$ cat config.mk
export PLATFORM = sky130hd
export DESIGN_NAME = writeback_sequencer
export DESIGN_NICKNAME = d
export VERILOG_FILES = /design/src/rtl/pipe_defs_pkg.sv /design/src/rtl/wb_stage_reg.sv /design/src/rtl/writeback_sequencer.sv
export SDC_FILE = /design/constraint.sdc
export NUM_CORES = 1
export LEC_CHECK = 0
export CORE_MARGIN = 8
export CORE_UTILIZATION = 38
export DETAILED_ROUTE_END_ITERATION = 8
export PLACE_DENSITY = 0.71
export SYNTH_ARGS = -nofsm -noshare
export SYNTH_HDL_FRONTEND = slang
export SYNTH_SLANG_ARGS = --single-unit
$ cat constraint.sdc
create_clock -name clk -period 3.4 [get_ports clk]
set_input_delay 1.02 -clock clk [delete_from_list [all_inputs] [get_ports clk]]
set_output_delay 1.02 -clock clk [all_outputs]
set_load 0.005 [all_outputs]
$ cat src/rtl/pipe_defs_pkg.sv
// ============================================================================
// pipe_defs : shared definitions for the write-back sequencer slice.
//   - AW_DEF / DW_DEF : default register-address and datapath widths
//   - ysel_t          : RY source select codes carried in every stage record
//   - ysel_is_mem     : helper used by the stall / load-use logic
// Stage record field order (valid, Rdst, wr, ysel) is realised by the
// port list of wb_stage_reg.
// ============================================================================
package pipe_defs;

    localparam int AW_DEF = 5;
    localparam int DW_DEF = 32;

    // 2'b11 is reserved and falls through to the RZ path wherever it is decoded
    typedef enum logic [1:0] {
        YSEL_RZ  = 2'b00,
        YSEL_MEM = 2'b01,
        YSEL_PC  = 2'b10,
        YSEL_RSV = 2'b11
    } ysel_t;

    function automatic logic ysel_is_mem(input logic [1:0] ysel);
        return ysel == YSEL_MEM;
    endfunction

endpackage

$ cat src/rtl/wb_stage_reg.sv
// ============================================================================
// wb_stage_reg : one pipeline stage record {valid, Rdst, wr, ysel}.
//   clk, reset_n       : clock, asynchronous active-low reset (record cleared)
//   i_load             : capture i_valid/i_rdst/i_wr/i_ysel this edge
//   i_bubble           : clear valid this edge (other fields hold); wins over load
//   i_valid..i_ysel    : incoming record
//   o_valid..o_ysel    : registered record
// ============================================================================
module wb_stage_reg
    import pipe_defs::*;
#(
    parameter int AW = AW_DEF
) (
    input  logic          clk,
    input  logic          reset_n,
    input  logic          i_load,
    input  logic          i_bubble,
    input  logic          i_valid,
    input  logic [AW-1:0] i_rdst,
    input  logic          i_wr,
    input  logic [1:0]    i_ysel,
    output logic          o_valid,
    output logic [AW-1:0] o_rdst,
    output logic          o_wr,
    output logic [1:0]    o_ysel
);

    logic          r_valid;
    logic [AW-1:0] r_rdst;
    logic          r_wr;
    logic [1:0]    r_ysel;

    always_ff @(posedge clk or negedge reset_n) begin
        if (!reset_n) begin
            r_valid <= 1'b0;
            r_rdst  <= '0;
            r_wr    <= 1'b0;
            r_ysel  <= YSEL_RZ;
        end else if (i_bubble) begin
            r_valid <= 1'b0;
        end else if (i_load) begin
            r_valid <= i_valid;
            r_rdst  <= i_rdst;
            r_wr    <= i_wr;
            r_ysel  <= i_ysel;
        end
    end

    assign o_valid = r_valid;
    assign o_rdst  = r_rdst;
    assign o_wr    = r_wr;
    assign o_ysel  = r_ysel;

endmodule

$ cat src/rtl/writeback_sequencer.sv
// ============================================================================
// writeback_sequencer : write side of the 32x32 register file.
// Carries destination info through E -> M -> W, builds RY in M, drives the
// register-file write port from W, and produces hazard and memory-wait stall.
//   clk, reset_n              : clock, asynchronous active-low reset
//   issue_valid/Rdst/wr/ysel  : instruction leaving decode
//   issue_Rsrc1/Rsrc2         : decode source addresses (hazard compare)
//   flush                     : kill the instruction entering E
//   RZ_in, PC_Temp            : E-stage results, captured into M
//   MEM_in, mem_ready         : memory data / handshake for MEM-select in M
//   stall, hazard             : pipeline hold / decode bubble requests
//   Rdst, RY, RF_WRITE        : register-file write port
// Build option: define WB_FORWARD_EN to add FWD_A/FWD_B (+ _sel) bypass
// outputs; hazard then only covers load-use and a stalled MEM load in M.
// ============================================================================
module writeback_sequencer
    import pipe_defs::*;
#(
    parameter int DW = DW_DEF,
    parameter int AW = AW_DEF
) (
    input  logic          clk,
    input  logic          reset_n,
    input  logic          issue_valid,
    input  logic [AW-1:0] issue_Rdst,
    input  logic          issue_wr,
    input  logic [1:0]    issue_ysel,
    input  logic [AW-1:0] issue_Rsrc1,
    input  logic [AW-1:0] issue_Rsrc2,
    input  logic          flush,
    input  logic [DW-1:0] RZ_in,
    input  logic [DW-1:0] PC_Temp,
    input  logic [DW-1:0] MEM_in,
    input  logic          mem_ready,
    output logic          stall,
    output logic          hazard,
    output logic [AW-1:0] Rdst,
    output logic [DW-1:0] RY,
    output logic          RF_WRITE
`ifdef WB_FORWARD_EN
    ,
    output logic [DW-1:0] FWD_A,
    output logic [DW-1:0] FWD_B,
    output logic          FWD_A_sel,
    output logic          FWD_B_sel
`endif
);

    logic          w_advance;
    logic          w_e_load_valid;

    logic          w_e_valid, w_m_valid, w_w_valid;
    logic [AW-1:0] w_e_rdst,  w_m_rdst,  w_w_rdst;
    logic          w_e_wr,    w_m_wr,    w_w_wr;
    logic [1:0]    w_e_ysel,  w_m_ysel,  w_w_ysel;

    logic [DW-1:0] r_rz_m;
    logic [DW-1:0] r_pc_m;
    logic [DW-1:0] r_ry_w;
    logic [DW-1:0] w_m_y;

    logic w_e_hit1, w_e_hit2, w_m_hit1, w_m_hit2, w_w_hit1, w_w_hit2;

    // W's ysel has no consumer: RY is already resolved when W loads
    logic w_unused_w_ysel;
    assign w_unused_w_ysel = ^w_w_ysel;

    // Only a MEM-select instruction waiting in M can hold the pipe
    assign w_advance = ~(w_m_valid & ysel_is_mem(w_m_ysel) & ~mem_ready);
    assign stall     = ~w_advance;

    // flush and hazard together still produce a single bubble
    assign w_e_load_valid = issue_valid & ~flush & ~hazard;

    wb_stage_reg #(.AW(AW)) u_stage_e (
        .clk      (clk),
        .reset_n  (reset_n),
        .i_load   (w_advance),
        .i_bubble (1'b0),
        .i_valid  (w_e_load_valid),
        .i_rdst   (issue_Rdst),
        .i_wr     (issue_wr),
        .i_ysel   (issue_ysel),
        .o_valid  (w_e_valid),
        .o_rdst   (w_e_rdst),
        .o_wr     (w_e_wr),
        .o_ysel   (w_e_ysel)
    );

    wb_stage_reg #(.AW(AW)) u_stage_m (
        .clk      (clk),
        .reset_n  (reset_n),
        .i_load   (w_advance),
        .i_bubble (1'b0),
        .i_valid  (w_e_valid),
        .i_rdst   (w_e_rdst),
        .i_wr     (w_e_wr),
        .i_ysel   (w_e_ysel),
        .o_valid  (w_m_valid),
        .o_rdst   (w_m_rdst),
        .o_wr     (w_m_wr),
        .o_ysel   (w_m_ysel)
    );

    // While M waits on memory, W drains to a bubble so no write repeats
    wb_stage_reg #(.AW(AW)) u_stage_w (
        .clk      (clk),
        .reset_n  (reset_n),
        .i_load   (w_advance),
        .i_bubble (~w_advance),
        .i_valid  (w_m_valid),
        .i_rdst   (w_m_rdst),
        .i_wr     (w_m_wr),
        .i_ysel   (w_m_ysel),
        .o_valid  (w_w_valid),
        .o_rdst   (w_w_rdst),
        .o_wr     (w_w_wr),
        .o_ysel   (w_w_ysel)
    );

    always_ff @(posedge clk or negedge reset_n) begin
        if (!reset_n) begin
            r_rz_m <= '0;
            r_pc_m <= '0;
            r_ry_w <= '0;
        end else if (w_advance) begin
            r_rz_m <= RZ_in;
            r_pc_m <= PC_Temp;
            r_ry_w <= w_m_y;
        end
    end

    // RY source mux in M; reserved code 2'b11 takes the RZ path
    always_comb begin
        w_m_y = r_rz_m;
        if (w_m_ysel == YSEL_MEM)
            w_m_y = MEM_in;
        else if (w_m_ysel == YSEL_PC)
            w_m_y = r_pc_m;
    end

    assign Rdst     = w_w_rdst;
    assign RY       = r_ry_w;
    assign RF_WRITE = w_w_valid & w_w_wr & (w_w_rdst != '0);

    // A pending write to R0 never creates a dependence
    function automatic logic src_hit(input logic          valid,
                                     input logic          wr,
                                     input logic [AW-1:0] rdst,
                                     input logic [AW-1:0] src);
        return valid & wr & (rdst != '0) & (rdst == src);
    endfunction

    assign w_e_hit1 = src_hit(w_e_valid, w_e_wr, w_e_rdst, issue_Rsrc1);
    assign w_e_hit2 = src_hit(w_e_valid, w_e_wr, w_e_rdst, issue_Rsrc2);
    assign w_m_hit1 = src_hit(w_m_valid, w_m_wr, w_m_rdst, issue_Rsrc1);
    assign w_m_hit2 = src_hit(w_m_valid, w_m_wr, w_m_rdst, issue_Rsrc2);
    assign w_w_hit1 = src_hit(w_w_valid, w_w_wr, w_w_rdst, issue_Rsrc1);
    assign w_w_hit2 = src_hit(w_w_valid, w_w_wr, w_w_rdst, issue_Rsrc2);

`ifdef WB_FORWARD_EN
    logic [DW-1:0] w_e_y;

    // PC_Temp is ready at end of E just like RZ_in, so a link-register
    // producer in E bypasses its return address rather than the ALU result
    assign w_e_y = (w_e_ysel == YSEL_PC) ? PC_Temp : RZ_in;

    always_comb begin
        FWD_A     = '0;
        FWD_A_sel = 1'b0;
        FWD_B     = '0;
        FWD_B_sel = 1'b0;
        if (issue_valid) begin
            if (w_e_hit1) begin
                FWD_A_sel = 1'b1;
                FWD_A     = w_e_y;
            end else if (w_m_hit1) begin
                FWD_A_sel = 1'b1;
                FWD_A     = w_m_y;
            end else if (w_w_hit1) begin
                FWD_A_sel = 1'b1;
                FWD_A     = r_ry_w;
            end
            if (w_e_hit2) begin
                FWD_B_sel = 1'b1;
                FWD_B     = w_e_y;
            end else if (w_m_hit2) begin
                FWD_B_sel = 1'b1;
                FWD_B     = w_m_y;
            end else if (w_w_hit2) begin
                FWD_B_sel = 1'b1;
                FWD_B     = r_ry_w;
            end
        end
    end

    // A newer producer in E shadows M, so M only matters when E misses
    assign hazard = issue_valid &
        ((w_e_hit1 & ysel_is_mem(w_e_ysel)) |
         (w_e_hit2 & ysel_is_mem(w_e_ysel)) |
         (~w_e_hit1 & w_m_hit1 & ysel_is_mem(w_m_ysel) & stall) |
         (~w_e_hit2 & w_m_hit2 & ysel_is_mem(w_m_ysel) & stall));
`else
    assign hazard = issue_valid &
        (w_e_hit1 | w_e_hit2 | w_m_hit1 | w_m_hit2 | w_w_hit1 | w_w_hit2);
`endif

endmodule

**After elaboration in Yosys (flattened, before gate mapping)**

Index checks and enable logic that the tools add are counted.

- Reductions and logical operators: 3
- Bitwise gates (word level): 25
- Eq/ne operators: 8
- Multiplexer cells: 3

Operator list:

| kind | count |
|---|---|
| 32-bit two-way mux | 2 |
| 5-bit equality test | 6 |
| 1-bit bitwise AND | 17 |
| 5-bit nonzero test | 3 |
| 1-bit OR | 5 |
| 1-bit inverter | 3 |
| 2-bit by 1-bit equality test with 1-bit output, second input constant | 1 |
| 2-bit equality test, second input constant | 1 |
| 1-bit two-way mux | 1 |

- Bits of input ports: 119
- Register bits after elaboration: 121
- Output and inout port bits: 40
- Logic and storage cells: 53

**Logic depth before layout (Yosys ltp)**

Gate-level depths: netlist (run 1).

- Word-level depth: 11
- Gate-level depth with buffers: 8
- Depth with buffers taken out: 5

**Hierarchy**

Synthesis (run 1) repeated with hierarchy kept, for this count alone.

- Cells, all modules: 500
- Area, all modules: 6064.6 µm²

Modules (own cells, without submodules):

| module | area an instance (µm²) | cells each | instances | seq. area each (µm²) |
|---|---|---|---|---|
| writeback_sequencer | 4912.2 | 437 | 1 | 2402.3 |
| wb_stage_reg | 384.1 | 21 | 3 | 225.2 |

**Worst setup path after synthesis (run 1)**

Ideal clock, no wire load.

- Path type: input-to-output
- From: input issue_Rsrc1[4]
- To: output hazard
- Stages: 5
- Arrival time: 1.704 ns
- Slack: 0.676 ns
- Path buffers: 0
- Data required time: 2.380 ns
- Cells stage by stage: xnor2_1 > nand3_1 > o22ai_1 > a22oi_2 > a21boi_0

- Cells in the longest elaborated chain, start to end: 8
- Elaborated cells on any way between the ends: 12
- Those cells by class: eq/ne (3); bitwise (9)

Ends and longest elaborated chain:

| element | RTL line | source |
|---|---|---|
| start: declaration | writeback_sequencer.sv:28 | `input logic [AW-1:0] issue_Rsrc1,` |
| 5-bit equality test | writeback_sequencer.sv:151 | `return valid & wr & (rdst != '0) & (rdst == src);` |
| 1-bit bitwise AND | writeback_sequencer.sv:151 |  |
| 1-bit OR (3 in a row) | writeback_sequencer.sv:205 | `(w_e_hit1 \| w_e_hit2 \| w_m_hit1 \| w_m_hit2 \| w_w_hit1 \| w_w_hit2);` |
| 1-bit OR (*) (2 in a row) | writeback_sequencer.sv:205 |  |
| 1-bit bitwise AND (*) | writeback_sequencer.sv:204 | `assign hazard = issue_valid &` |
| end: declaration | writeback_sequencer.sv:36 | `output logic hazard,` |

Mark *: on every way between the ends. The rest lies on a longest branch, timed or not.

**Final worst setup path (run 1)**

- From: input mem_ready
- To: output stall

- Cells in the longest elaborated chain, start to end: 2

Ends and longest elaborated chain:

| element | RTL line | source |
|---|---|---|
| start: declaration | writeback_sequencer.sv:34 | `input logic mem_ready,` |
| 1-bit inverter | writeback_sequencer.sv:69 | `assign w_advance = ~(w_m_valid & ysel_is_mem(w_m_ysel) & ~mem_ready);` |
| 1-bit bitwise AND | writeback_sequencer.sv:69 |  |
| end: declaration | writeback_sequencer.sv:35 | `output logic stall,` |

Every way passes these cells.

==> metrics.md, run 1 <==
| Metric | Value |
|---|---|
| Status | finished clean |
| Critical path peak fanout | 3 |
| Maximum vdd drop | 0.000278 V |
| First-pass GRT wire length | 22300 µm |
| Filler Cell Count | 1175 |
| Final Cycle Share | between 90% and 100% |
| Post-synthesis cell count | 426 |
| Largest net degree at the start of global routing | 96 |
| Total power | around 4 mW |
| Final hold violations | 0 |
| ANT nets after route | 0 |
| Core Area | 13900 µm² |
| Clock buffer depth | 2 |
| Cells along the critical path | clkdlybuf4s50_1, and3b_4, clkdlybuf4s50_1 |
| CP arrival | 2.32 ns |
| Synth top area share | ~56% |
| Final GP Congestion | approximately 0.87 |
| Primary FF master, synth | dfrtp_1 |
| Synth async-reset ratio | 100% |
| Crit-path leading delay family | buffers and inverters |
| CTS H-Tree Depth | 4 |
| Grt total ovfl | 0 |
| Diode count | 0 |
| Yosys cell types | 29 |
| Cells after DPL | 746 |
| Critical Path Sink Type | output port |
| Routed wire per std cell | 18.0 µm |
| Number of global-route vias before repair | about 4300 |
| Min cycle time layout | 3.34 ns |
| Kind of critical path | primary input to output port |
| CTS Buf Count | 17 |
| Routed WL | 14000 µm |
| Mapped cell area | 5420 µm² |
| Layout area overhead | 42.3% |
| Pre-CTS setup slack | -0.516 ns |
| Synth Net Count | 545 |
| CTS tree | done |
| Leading area contributor after synthesis | dfrtp_1 |
| Total GRT Usage | 15.6% |
| Slew of the pin with the lowest slew margin | between 1 and 1.5 ns |
| Mean area per synthesized cell | 12.7 µm² |
| Synth area leaders | dfrtp_1, mux2_2, a22o_1, xnor2_1, a21oi_1 |
| Max Cap Viol | 0 |
| Fin. max-slew vios | 0 |
| Clock sink count | 121 |
| Final setup vio count | 0 |
| Most frequent CP cell | clkdlybuf4s50_1 |
| Drt via density | 5.01 |
| Sequential area share after synthesis | a little under three fifths |
| Drt initial violations | 167 |
| Initial Util | 38.9% |
| Critical-path top delay cell | clkdlybuf4s50_1 |
| Port bufs | about 160 |
| Chip Width | 135 µm |
| Clock transition at path regs | ~0.05 ns |
| Die footprint | 18300 µm² |
| Most frequent cell after synthesis | dfrtp_1 |
| Root buf cell | clkbuf_16 |
| Worst Hold Class | primary input to asynchronous set/reset pin |
| DP Wirelength | 9970 µm |
| DRC | 0 |
| DRT Pass-1 Iters | 4 |
| Postcts setup bufs | 0 |
| CP Launch Type | primary input |
| Nets | between 700 and 800 |
| Crit path buf inv count | 2 |
| Worst Clk Skew | around 0.0047 ns |
| Post-synth EDFFs | 0 |
| Num rows | 43 |
| Synth cell count leaders | dfrtp_1, mux2_2, nand2_1 |
| Max incr delay on CP | 0.58 ns |
| Clk_lat worst skew | 0.40 ns |
| Leakage | 3.08 nW |
| Die Ht | between 100 and 150 µm |
| Yosys Warn Count | 0 |
| Fin util | 55.4% |
| Hold-fix buffers at CTS | 0 |
| Via count | roughly 3900 |
| Max Fclk | 299 MHz |
| Initial antenna violation count | 0 |
| Worst slew margin | 33.2% |
| Setup slack after layout | 0.0576 ns |
| Seq cells post-synth | 121 |
| IO Count | 159 |
| Pwr/cell area | 525 nW/µm² |
| Proportion of layout cells with a drive suffix above 1 | 23.2% |
| Req. time, crit path | 2.38 ns |
| Non-filler cells, final | 778 |
-- per-stage QoR --
step                setup TNS [ns]  hold WS, ns  instance area (µm²)
finish                           0        0.438                 7710
global route              -0.00484        0.427                 7710
CTS                              0        0.424                 7690
detailed placement          -0.516        0.443                 7100
global placement            -0.562        0.442                 7100
floorplan                        0        0.427                 5420
-- state kept, by name, summed over array words and instances (netlist names) --
register,cells
u_stage_m.o_wr,1
u_stage_w.o_wr,1
u_stage_m.o_valid,1
u_stage_e.o_rdst,5
r_rz_m,32
RY,32
u_stage_e.o_wr,1
u_stage_e.o_ysel,2
u_stage_m.o_rdst,5
r_pc_m,32
u_stage_w.o_rdst,5
u_stage_w.o_valid,1
u_stage_m.o_ysel,2
u_stage_e.o_valid,1
-- worst reg2reg max path: stages, from the launching register on --
cell	delay, ns
dfrtp_1	0.41
nor2b_4	0.20
and3b_4	0.21
buf_4	0.74
mux2_2	0.51
-- layout make-up --
type | instances | area (µm²) | share of cell area [%]
tap | 180 | 225 | 2.92
multi-input combinational | 277 | 2210 | 28.6
clock buffer | 21 | 480 | 6.23
clock inverter | 11 | 119 | 1.54
sequential | 121 | 3030 | 39.2
timing repair buffer | 168 | 1660 | 21.5
-- path summary, 6_finish.rpt --
check,start,endpoint,slack [ns],cells past startpoint
max in group asynchronous,reset_n,r_pc_m[21],2.30,2
min in group clk,u_stage_e.o_ysel[0],u_stage_m.o_ysel[0],0.45,1
hold reg to reg,u_stage_e.o_ysel[0],u_stage_m.o_ysel[0],0.45,1
hold / removal,reset_n,u_stage_e.o_rdst[0],0.44,1
setup reg to reg,u_stage_m.o_ysel[0],r_rz_m[11],1.21,4
setup / recovery,mem_ready,stall,0.06,3
-- cells in the final DEF (no fill, tap or decap), drive strengths merged, types with 2 or more instances in the layout --
cell type / count
nor3: 2
clkinvlp: 4
mux2: 85
dlygate4sd2: 10
xor2: 4
clkbuf: 21
clkdlybuf4s50: 146
o21ai: 34
clkinv: 4
dfrtp: 121
xnor2: 26
or3: 3
nand3: 6
a22o: 31
a21oi: 31
nor2b: 4
o22ai: 2
buf: 11
bufinv: 2
nand2: 37
o311a: 3
or2: 2
-- metal layers --
| metal | GRT usage (%) | up-vias | part of all wire, % |
|---|---|---|---|
| met2 | 25.0 | 127 | 47 |
| met3 | 5.64 | 17 | 7.5 |
| li1 | - | 1849 | - |
| met4 | 6.29 | 0 | 1.4 |
| met5 | 0 | - | 0 |
| met1 | 18.6 | 1901 | 44 |
-- cell families after synthesis --
kind of cell / count (synthesis) / synth area share (%)
AOI/OAI and AO/OA: 104 / 12.3
and+or+nand+nor: 57 / 4.85
xor gates and xnor gates: 30 / 4.85
buffers and inverters: 28 / 4.25
muxes: 86 / 17.8
DFF: 121 / 55.9
-- timing repair --
item                                    4_1_cts  5_1_grt
endpoints found under the setup margin        1        1
gates cloned                                  0        0
gates resized for setup                      15        4
pin swaps                                     0        3
-- where the power goes --
group / internal [mW] / switching, mW
Clock: 1.15 / 0.631
Sequential: 1.57 / 0.0923
Combinational: 0.380 / 0.225
Total: 3.10 / 0.948
No activity file was read; power rests on OpenSTA's default activity.
==> run 2: changes to the inputs <==
--- a/config.mk
+++ b/config.mk
@@ -5,10 +5,12 @@
 export SDC_FILE = /design/constraint.sdc
 export NUM_CORES = 1
 export LEC_CHECK = 0
+export CELL_PAD_IN_SITES_DETAIL_PLACEMENT = 0
+export CELL_PAD_IN_SITES_GLOBAL_PLACEMENT = 1
 export CORE_MARGIN = 8
 export CORE_UTILIZATION = 38
 export DETAILED_ROUTE_END_ITERATION = 8
-export PLACE_DENSITY = 0.71
+export PLACE_DENSITY = 0.86
 export SYNTH_ARGS = -nofsm -noshare
 export SYNTH_HDL_FRONTEND = slang
 export SYNTH_SLANG_ARGS = --single-unit
==> run 2 against run 1 <==
Via count increased by 0.85%; cell count is 0.39% lower; clock skew increased by 0.0019 ns; sequential power is essentially flat; critical endpoint unchanged.
==> metrics.md, run 2 (same netlist as run 1, synthesis figures left out) <==
| Metric | Value |
|---|---|
| Worst Hold Class | register to register |
| Initial antenna violation count | 0 (unchanged) |
| Port bufs | 158 (unchanged) |
| Total GRT Usage | 16.0% (+0.43 points) |
| Root buf cell | clkbuf_16 |
| Post-DP Area | 7090 µm² (-0.14%) |
| Fin util | 55.8% (+0.48 points) |
| Min cycle time layout | 3.31 ns (-0.0304 ns) |
| CTS tree | done |
| Via count | 3927 (+0.85%) |
| Proportion of layout cells with a drive suffix above 1 | 23.0% (-0.22 points) |
| Leakage | 3.11 nW (+1.1%) |
| Core Area | 13900 µm² (unchanged) |
| Req. time, crit path | 2.38 ns (about the same) |
| Clock sink count | 121 (unchanged) |
| Max Fclk | 302 MHz (+0.92%) |
| DRC | 0 (unchanged) |
| Initial Util | 38.9% (unchanged) |
| R2R depth | 4 (unchanged) |
| Final setup vio count | 0 (unchanged) |
| Postcts setup bufs | 0 (unchanged) |
| Worst Clk Skew | 0.00664 ns (+0.00194 ns) |
| Critical path peak fanout | 2 (-1) |
| IO Count | 159 (unchanged) |
| Grt total ovfl | 0 (unchanged) |
| Fin. max-slew vios | 0 (unchanged) |
| FF-to-FF Start | u_stage_m.o_ysel[0] |
| CTS Buf Count | 17 (unchanged) |
| CTS H-Tree Depth | 4 (unchanged) |
| Layout area overhead | 43.6% |
| CP arrival | 2.29 ns (-0.03 ns) |
| Final Cycle Share | 97.4% (-0.89 points) |
| Chip Width | 135 µm (unchanged) |
| Slew of the pin with the lowest slew margin | 0.743 ns (-0.260 ns) |
| Final Cell Area | 7780 µm² (+0.88%) |
| Top sig layer | met4 |
| Clk_lat worst skew | 0.41 ns (about the same) |
| Drt via density | 5.07 (+1.2%) |
| Worst hold start | u_stage_e.o_ysel[0] |
| Kind of critical path | primary input to output port |
| Max Cap Viol | 0 (unchanged) |
| Largest net degree at the start of global routing | 155 (+61%) |
| Hold Path Cell Cnt | 1 |
| Num rows | 43 (unchanged) |
| Die footprint | 18300 µm² (unchanged) |
| Final GP Congestion | 0.876 (+0.93%) |
| Critical Path Sink Type | output port |
| ANT nets after route | 0 (unchanged) |
| CP Launch Type | primary input |
| Routed wire per std cell | 18.4 µm (+2.5%) |
| Commonest non-fill, non-tap cell in the layout | clkdlybuf4s50_1 |
| DP Wirelength | 9900 µm (-0.70%) |
| Nets | 701 (-0.43%) |
| Diode count | 0 (unchanged) |
| Reg2reg end | r_rz_m[12] |
| WL met3 | 880 µm (-16%) |
| Final hold violations | 0 (unchanged) |
| WHS | 0.466 ns (+0.0273 ns) |
| Drt initial violations | 226 (+35%) |
| Routed WL | 14300 µm (+2.1%) |
| Worst slew margin | 50.5% (+17 points) |
| Status | finished clean |
| Clock transition at path regs | 0.05 ns (about the same) |
| DRT Pass-1 Iters | 4 (unchanged) |
| Metal2 WL | 6860 µm (+3.3%) |
| First-pass GRT wire length | 23100 µm (+3.5%) |
| R2R setup slack | 1.42 ns (+0.21 ns) |
| Number of global-route vias before repair | 4379 (+1.3%) |
| WL met1 | 6310 µm (+3.5%) |
| Clock buffer depth | 2 (unchanged) |
| Filler Cell Count | 1167 (-0.68%) |
| Die Ht | 135 µm (unchanged) |
| Hold Path End | u_stage_m.o_ysel[0] |
| Pwr/cell area | 556 nW/µm² (+6.0%) |
| Maximum vdd drop | 0.000282 V (+1.5%) |
| Hold-fix buffers at CTS | 0 (unchanged) |
| Commonest non-fill, non-tap cells in the layout | clkdlybuf4s50_1, dfrtp_1, mux2_2 |
| RSZ-0062 raised after global routing | no |
run 2: cell types whose count changed in the layout (fill, tap and decap cells not counted), sizes merged:
cell / previous run / this run
buf: 11 / 9
bufinv: 2 / 6
clkdlybuf4s15: 1 / 0
clkinvlp: 4 / 2
dlygate4sd2: 10 / 9
inv: 1 / 0
run 2: how the worst max path moves through the flow:
stage	end	from	slack [ns]	cells past startpoint
after detailed placement	hazard	issue_Rsrc2[4]	-0.61	7
after CTS	hazard	issue_Rsrc2[4]	0.01	7
final	stall	mem_ready	0.09	3
after global placement	hazard	issue_Rsrc2[4]	-0.56	7
after floorplan	hazard	issue_Rsrc1[4]	0.68	5
after global routing	hazard	issue_Rsrc1[0]	0.05	7
run 2: repair_timing:
action                                  4_1_cts  5_1_grt
pin swaps                                     3        9
gates cloned                                  0        0
resized for setup                            17        5
endpoints found under the setup margin        1        1
endpoints found under the hold margin         0        0
run 2: layout make-up:
cell class | count | area, µm² | share of cell area, %
Clock buffer | 20 | 467 | 6.00
Clock inverter | 12 | 219 | 2.81
Multi-Input combinational cell | 277 | 2210 | 28.4
Timing Repair Buffer | 165 | 1640 | 21.0
Tap cell | 180 | 225 | 2.89
Sequential cell | 121 | 3030 | 38.9
run 2: worst max-delay path: stages:
cell and delay, ns:
clkdlybuf4s50_1 0.41, and3b_4 0.32, clkdlybuf4s50_1 0.55
run 2: layer usage:
layer | up-vias | track usage (%)
met1 | 1939 | 19.5
met3 | 21 | 5.01
met4 | 0 | 6.48
met5 | - | 0
li1 | 1836 | -
met2 | 131 | 25.8
run 2: through the flow:
step / setup TNS [ns] / cells / power (mW) / setup slack [ns]
after floorplan: 0 / 426 / 1.91 / 0.676
after global placement: -0.564 / 743 / 2.27 / -0.564
after detailed placement: -0.608 / 743 / 2.29 / -0.608
after CTS: 0 / 775 / 4.38 / 0.0139
after global routing: 0 / 775 / 4.51 / 0.0522
final: 0 / 775 / 4.33 / 0.0880
run 2: report_power, final:
part | total [mW] | switching (mW) | internal, mW
Clock | 2.06 | 0.634 | 1.43
Combinational | 0.603 | 0.226 | 0.377
Sequential | 1.66 | 0.0937 | 1.57
